`src/rtl/dense_ctrl.sv`:
```
// rtl/dense_ctrl.sv - fully-connected layer sequencer: RAM read issue, MAC strobe alignment, scale/saturate writeback.
// Optional saturation counters enabled by DENSE_CTRL_SAT_STATS_EN.
module dense_ctrl #(
    parameter int DATA_WIDTH = 16,
    parameter int FRAC_BITS  = 7,
    parameter int IN_DIM     = 1568,
    parameter int OUT_DIM    = 10,
    parameter int READ_LAT   = 2,
    parameter int ACCW       = 43,
    localparam int IW = (IN_DIM > 1) ? $clog2(IN_DIM) : 1,
    localparam int WW = (IN_DIM * OUT_DIM > 1) ? $clog2(IN_DIM * OUT_DIM) : 1,
    localparam int OW = (OUT_DIM > 1) ? $clog2(OUT_DIM) : 1
) (
    input  logic                  clk,
    input  logic                  reset_n,
    input  logic                  start,
    input  logic                  abort,
    output logic                  busy,
    output logic                  done,
    output logic                  rd_en,
    output logic [IW-1:0]         in_addr,
    output logic [WW-1:0]         w_addr,
    output logic [OW-1:0]         bias_addr,
    output logic                  mac_en,
    output logic                  mac_first,
    output logic                  mac_last,
    input  logic                  acc_valid,
    input  logic [ACCW-1:0]       acc,
    output logic                  out_valid,
    input  logic                  out_ready,
    output logic [OW-1:0]         out_addr,
    output logic [DATA_WIDTH-1:0] out_data,
    output logic [31:0]           sat_pos_cnt,
    output logic [31:0]           sat_neg_cnt
);
    typedef enum logic [2:0] {S_IDLE, S_ISSUE, S_DRAIN, S_WRITE, S_FINISH} state_t;

    localparam logic [IW-1:0] I_LAST = IW'(IN_DIM - 1);
    localparam logic [OW-1:0] O_LAST = OW'(OUT_DIM - 1);
    localparam logic signed [ACCW-1:0] SAT_MAX = ACCW'(2 ** (DATA_WIDTH - 1) - 1);
    localparam logic signed [ACCW-1:0] SAT_MIN = ACCW'(-(2 ** (DATA_WIDTH - 1)));
    localparam logic [DATA_WIDTH-1:0] OUT_MAX = {1'b0, {(DATA_WIDTH-1){1'b1}}};
    localparam logic [DATA_WIDTH-1:0] OUT_MIN = {1'b1, {(DATA_WIDTH-1){1'b0}}};

    state_t                  state_q, state_d;
    logic [OW-1:0]           o_q, o_d;
    logic [IW-1:0]           i_q, i_d;
    logic [WW-1:0]           w_q, w_d;
    logic [DATA_WIDTH-1:0]   out_data_q, out_data_d;
    logic [READ_LAT-1:0]     pv_q, pv_d, pf_q, pf_d, pl_q, pl_d;
    logic signed [ACCW-1:0]  sh;
    logic                    clip_pos, clip_neg, capture;

    always_comb begin
        state_d    = state_q;
        o_d        = o_q;
        i_d        = i_q;
        w_d        = w_q;
        out_data_d = out_data_q;
        rd_en      = 1'b0;
        out_valid  = 1'b0;
        done       = 1'b0;
        capture    = 1'b0;
        busy       = (state_q != S_IDLE);
        sh         = $signed(acc) >>> FRAC_BITS;
        clip_pos   = (sh > SAT_MAX);
        clip_neg   = (sh < SAT_MIN);
        case (state_q)
            S_IDLE: begin
                if (start) begin
                    o_d     = '0;
                    i_d     = '0;
                    w_d     = '0;
                    state_d = S_ISSUE;
                end
            end
            S_ISSUE: begin
                rd_en = 1'b1;
                w_d   = w_q + WW'(1);
                if (i_q == I_LAST) state_d = S_DRAIN;
                else               i_d = i_q + IW'(1);
            end
            S_DRAIN: begin
                if (acc_valid) begin
                    capture    = 1'b1;
                    out_data_d = clip_pos ? OUT_MAX : (clip_neg ? OUT_MIN : sh[DATA_WIDTH-1:0]);
                    state_d    = S_WRITE;
                end
            end
            S_WRITE: begin
                out_valid = 1'b1;
                if (out_ready) begin
                    if (o_q == O_LAST) begin
                        state_d = S_FINISH;
                    end else begin
                        o_d     = o_q + OW'(1);
                        i_d     = '0;
                        state_d = S_ISSUE;
                    end
                end
            end
            S_FINISH: begin
                done    = 1'b1;
                state_d = S_IDLE;
            end
            default: state_d = S_IDLE;
        endcase
        if (abort) begin
            state_d    = S_IDLE;
            capture    = 1'b0;
            out_data_d = out_data_q;
        end
    end

    // Strobes ride a READ_LAT-deep shift so they line up with RAM read data.
    always_comb begin
        pv_d[0] = rd_en;
        pf_d[0] = rd_en && (i_q == '0);
        pl_d[0] = rd_en && (i_q == I_LAST);
        for (int k = 1; k < READ_LAT; k++) begin
            pv_d[k] = pv_q[k-1];
            pf_d[k] = pf_q[k-1];
            pl_d[k] = pl_q[k-1];
        end
        if (abort) begin
            pv_d = '0;
            pf_d = '0;
            pl_d = '0;
        end
    end

    always_ff @(posedge clk or negedge reset_n) begin
        if (!reset_n) begin
            state_q    <= S_IDLE;
            o_q        <= '0;
            i_q        <= '0;
            w_q        <= '0;
            out_data_q <= '0;
            pv_q       <= '0;
            pf_q       <= '0;
            pl_q       <= '0;
        end else begin
            state_q    <= state_d;
            o_q        <= o_d;
            i_q        <= i_d;
            w_q        <= w_d;
            out_data_q <= out_data_d;
            pv_q       <= pv_d;
            pf_q       <= pf_d;
            pl_q       <= pl_d;
        end
    end

    assign in_addr   = i_q;
    assign w_addr    = w_q;
    assign bias_addr = o_q;
    assign out_addr  = o_q;
    assign out_data  = out_data_q;
    assign mac_en    = pv_q[READ_LAT-1];
    assign mac_first = pf_q[READ_LAT-1];
    assign mac_last  = pl_q[READ_LAT-1];

`ifdef DENSE_CTRL_SAT_STATS_EN
    logic [31:0] pos_cnt_q, pos_cnt_d, neg_cnt_q, neg_cnt_d;

    always_comb begin
        pos_cnt_d = pos_cnt_q;
        neg_cnt_d = neg_cnt_q;
        if (capture && clip_pos && (pos_cnt_q != '1)) pos_cnt_d = pos_cnt_q + 32'd1;
        if (capture && clip_neg && (neg_cnt_q != '1)) neg_cnt_d = neg_cnt_q + 32'd1;
    end

    always_ff @(posedge clk or negedge reset_n) begin
        if (!reset_n) begin
            pos_cnt_q <= '0;
            neg_cnt_q <= '0;
        end else begin
            pos_cnt_q <= pos_cnt_d;
            neg_cnt_q <= neg_cnt_d;
        end
    end

    assign sat_pos_cnt = pos_cnt_q;
    assign sat_neg_cnt = neg_cnt_q;
`else
    assign sat_pos_cnt = 32'd0;
    assign sat_neg_cnt = 32'd0;
`endif
endmodule
```
`config.mk`:
```
export PLATFORM = sky130hd
export DESIGN_NAME = dense_ctrl
export DESIGN_NICKNAME = d
export VERILOG_FILES = /design/src/rtl/dense_ctrl.sv
export SDC_FILE = /design/constraint.sdc
export NUM_CORES = 1
export LEC_CHECK = 0
export ABC_CLOCK_PERIOD_IN_PS = 2600
export CELL_PAD_IN_SITES_DETAIL_PLACEMENT = 1
export CELL_PAD_IN_SITES_GLOBAL_PLACEMENT = 2
export CORE_MARGIN = 1.5
export CORE_UTILIZATION = 22
export DETAILED_ROUTE_END_ITERATION = 12
export HOLD_SLACK_MARGIN = 0.1
export MAX_ROUTING_LAYER = met4
export PLACE_DENSITY_LB_ADDON = 0.1
export SLEW_MARGIN = 30
export SYNTH_ARGS = -nofsm -noshare
export SYNTH_HDL_FRONTEND = slang
export SYNTH_SLANG_ARGS = --single-unit
```
`constraint.sdc`:
```
create_clock -name clk -period 2.6 [get_ports clk]
set_input_delay 0.65 -clock clk [delete_from_list [all_inputs] [get_ports clk]]
set_output_delay 0.65 -clock clk [all_outputs]
set_load 0.02 [all_outputs]
```
==> results of run 1 <==
## metal layers
| layer | wire, um | global-route usage | vias to the layer above |
|---|---|---|---|
| met2 | 4690 | 0.206 | 91 |
| met5 | 0 | - | - |
| met4 | 61 | 0.0221 | 0 |
| met3 | 645 | 0.0443 | 6 |
| li1 | - | - | 1489 |
| met1 | 4650 | 0.162 | 1490 |
## worst paths after layout
| kind | depth (start not counted) | from | endpoint |
|---|---|---|---|
| worst max-delay path | 4 | state_q[2] | out_valid |
| worst min-delay path | 1 | reset_n | in_addr[5] |
| worst max register to register | 7 | bias_addr[1] | in_addr[9] |
| worst min register to register | 1 | pv_q[0] | pv_q[1] |
| max in group asynchronous | 2 | reset_n | bias_addr[0] |
| min in group clk | 1 | pv_q[0] | pv_q[1] |
## cells in the final DEF, fill, tap and decap left out, types with 11 or more instances in the layout
cell             count
o21ai_1             19
a31oi_1             19
o31ai_1             12
nand4_1             11
nand3_1             28
buf_4               26
a21oi_1             27
nand2_1             21
conb_1              64
dfrtp_1             52
clkdlybuf4s50_1     95
nor2_1              25
## cell type report
type                       count  area [um2]  share of cell area
multi-input combinational    300        1630               0.356
sequential                    54        1350               0.295
timing repair buffer         123        1160               0.254
tap                          188         235              0.0513
clock buffer                   8         166              0.0363
inverter                       9        33.8             0.00736
## through the flow
| step | total power, mW | util |
|---|---|---|
| 6_report | 2.39 | 0.304 |
| 5_1_grt | 2.54 | 0.304 |
| 2_1_floorplan | 1.39 | - |
| 3_5_place_dp | 1.65 | 0.293 |
| 4_1_cts | 2.44 | 0.304 |
| 3_3_place_gp | 1.64 | 0.293 |
## sequential cells by signal, summed over array words and instances, names as in the netlist
signal     flops
out_data      16
w_addr        14
in_addr       11
bias_addr      4
state_q        3
pf_q           2
pl_q           2
pv_q           2
## report_power, final
part,leakage [nW],internal [mW],switching (mW),total [mW]
clock,0.0832,0.438,0.332,0.770
combinational,1.15,0.284,0.383,0.667
sequential,0.736,0.899,0.0582,0.958
total,1.97,1.62,0.774,2.39
## logic make-up (layout without fill, tap and decap cells)
| logic type | count (synthesis) | count (layout) | share of synthesized area |
|---|---|---|---|
| DFF | 54 | 54 | 0.400 |
| and+or+nand+nor | 138 | 138 | 0.227 |
| AOI/OAI and AO/OA | 91 | 91 | 0.160 |
| other | 1 | 64 | 0.00111 |
| adders and majority gates | 5 | 5 | 0.0185 |
| muxes | 2 | 2 | 0.00592 |
| buffers and inverters | 95 | 140 | 0.188 |
## timing repair
action	4_1_cts	5_1_grt
resized for setup	1	2
gates cloned	0	0
buffers inserted	0	0
endpoints found under the setup margin	1	2
hold buffers	0	0
==> metrics, run 1 <==
TritonCTS buffer count=5; Area after DPL=around 4400 um2; hold slack final=0.278 ns; Period Utilization, post-route=0.955; DR vias/cell=4.51; n_diodes=0; CP Launch Type=flop; die height=127 um; Setup CP Type=reg2out; synth top area cells=dfrtp_1 (40%), buf_4 (16%), nand3_1 (4.1%); fin. max-slew vios=0; Fin Setup TNS=0 ns; WP buf/inv=3; CTS H-Tree Depth=2; synth unique cells=42; routability cong.=roughly 0.72; first-pass GRT wire length=16,100 um; worst-path fanout max=7; Max-cap violations=0; Cell Rows=45; CTS tree=built; vias in the first global route=3,060; Synth Cell Area=3380 um2; Port Buffer Count=97; Finished Layout Cells=682; Post-synth EDFFs=0; type of the worst min-delay path=in2async; Pwr per Cell Area=approximately 520 nW/um2; IO Pins=169; # DRC=0; Mapped Cells=386; Critical Path Max Stage Delay=0.61 ns; Layout Skew=0.00675 ns; clk buf depth=2; Post-layout nets=547; Antenna Nets Post-Route=0; Place WS=-0.000841 ns; relative slew slack=0.614; die width=127 um; Synth area leader=dfrtp_1; Clock Sinks=54; Synth Flop Type=dfrtp_1; gr usage total=0.130; RSZ-0062 raised after global routing=no; Final Hold Vio Count=0; drt total wl=10,100 um; P_leak=1.97 nW; Final HPWL DP=7520 um; commonest cells in the netlist=buf_4 (70), dfrtp_1 (54), nand3_1 (28); cell count after placement=674; Die ar.=16,100 um2; crit path cell chain=buf_4 -> nand3b_1 -> inv_2 -> clkdlybuf4s50_1; register area share after synthesis=0.400; Crit path max-delay family=buffers and inverters; vias=slightly above 3k; filler cell count=1,821; Slew @ Worst Pin=about 0.58 ns; count leader, synth=buf_4; largest net degree at the start of global routing=22; initial core utilization=0.224; synth warn=0; CP required=1.95 ns; CP max stage cell=clkdlybuf4s50_1; Avg Cell Area, Syn=approximately 8.8 um2; antenna violations before repair=0; Worst Setup End Kind=output port; core footprint=15,100 um2; endpoints failing setup=0; share of the synthesized area in the top cell type=0.400; root buf cell=clkbuf_16; drt pass-1 iters=4; clk_lat worst skew=0.30 ns; share of layout cells above drive strength 1=0.0891; async set-or-reset flop fraction in the synthesized netlist=1.00; flops & latches, synth=54; Max IR drop VDD=0.000266 V; GR Overflow Total=0; Max Clock Freq=403 MHz; clk slew on worst S/H paths=0.07 ns; fin crit period=2.48 ns; drt first-iter violations=107; Avg WL per Cell=between 10 and 15 um; status=finished, final reports clean; area growth from synthesis to layout=35.7%; reg2reg setup slack=0.42 ns; worst setup margin=approximately 0.12 ns; Arrival @ worst endpoint=1.83 ns; Finished Cell Area=4590 um2
Note: power is estimated with default switching activity, not from simulation.
==> inputs of run 2 (changes only) <==
--- a/config.mk
+++ b/config.mk
@@ -14,7 +14,6 @@
 export HOLD_SLACK_MARGIN = 0.1
 export MAX_ROUTING_LAYER = met4
 export PLACE_DENSITY_LB_ADDON = 0.1
-export SLEW_MARGIN = 30
 export SYNTH_ARGS = -nofsm -noshare
 export SYNTH_HDL_FRONTEND = slang
 export SYNTH_SLANG_ARGS = --single-unit
==> results of run 2 <==
Final layout, timing and power as in run 1 (identical DEF).
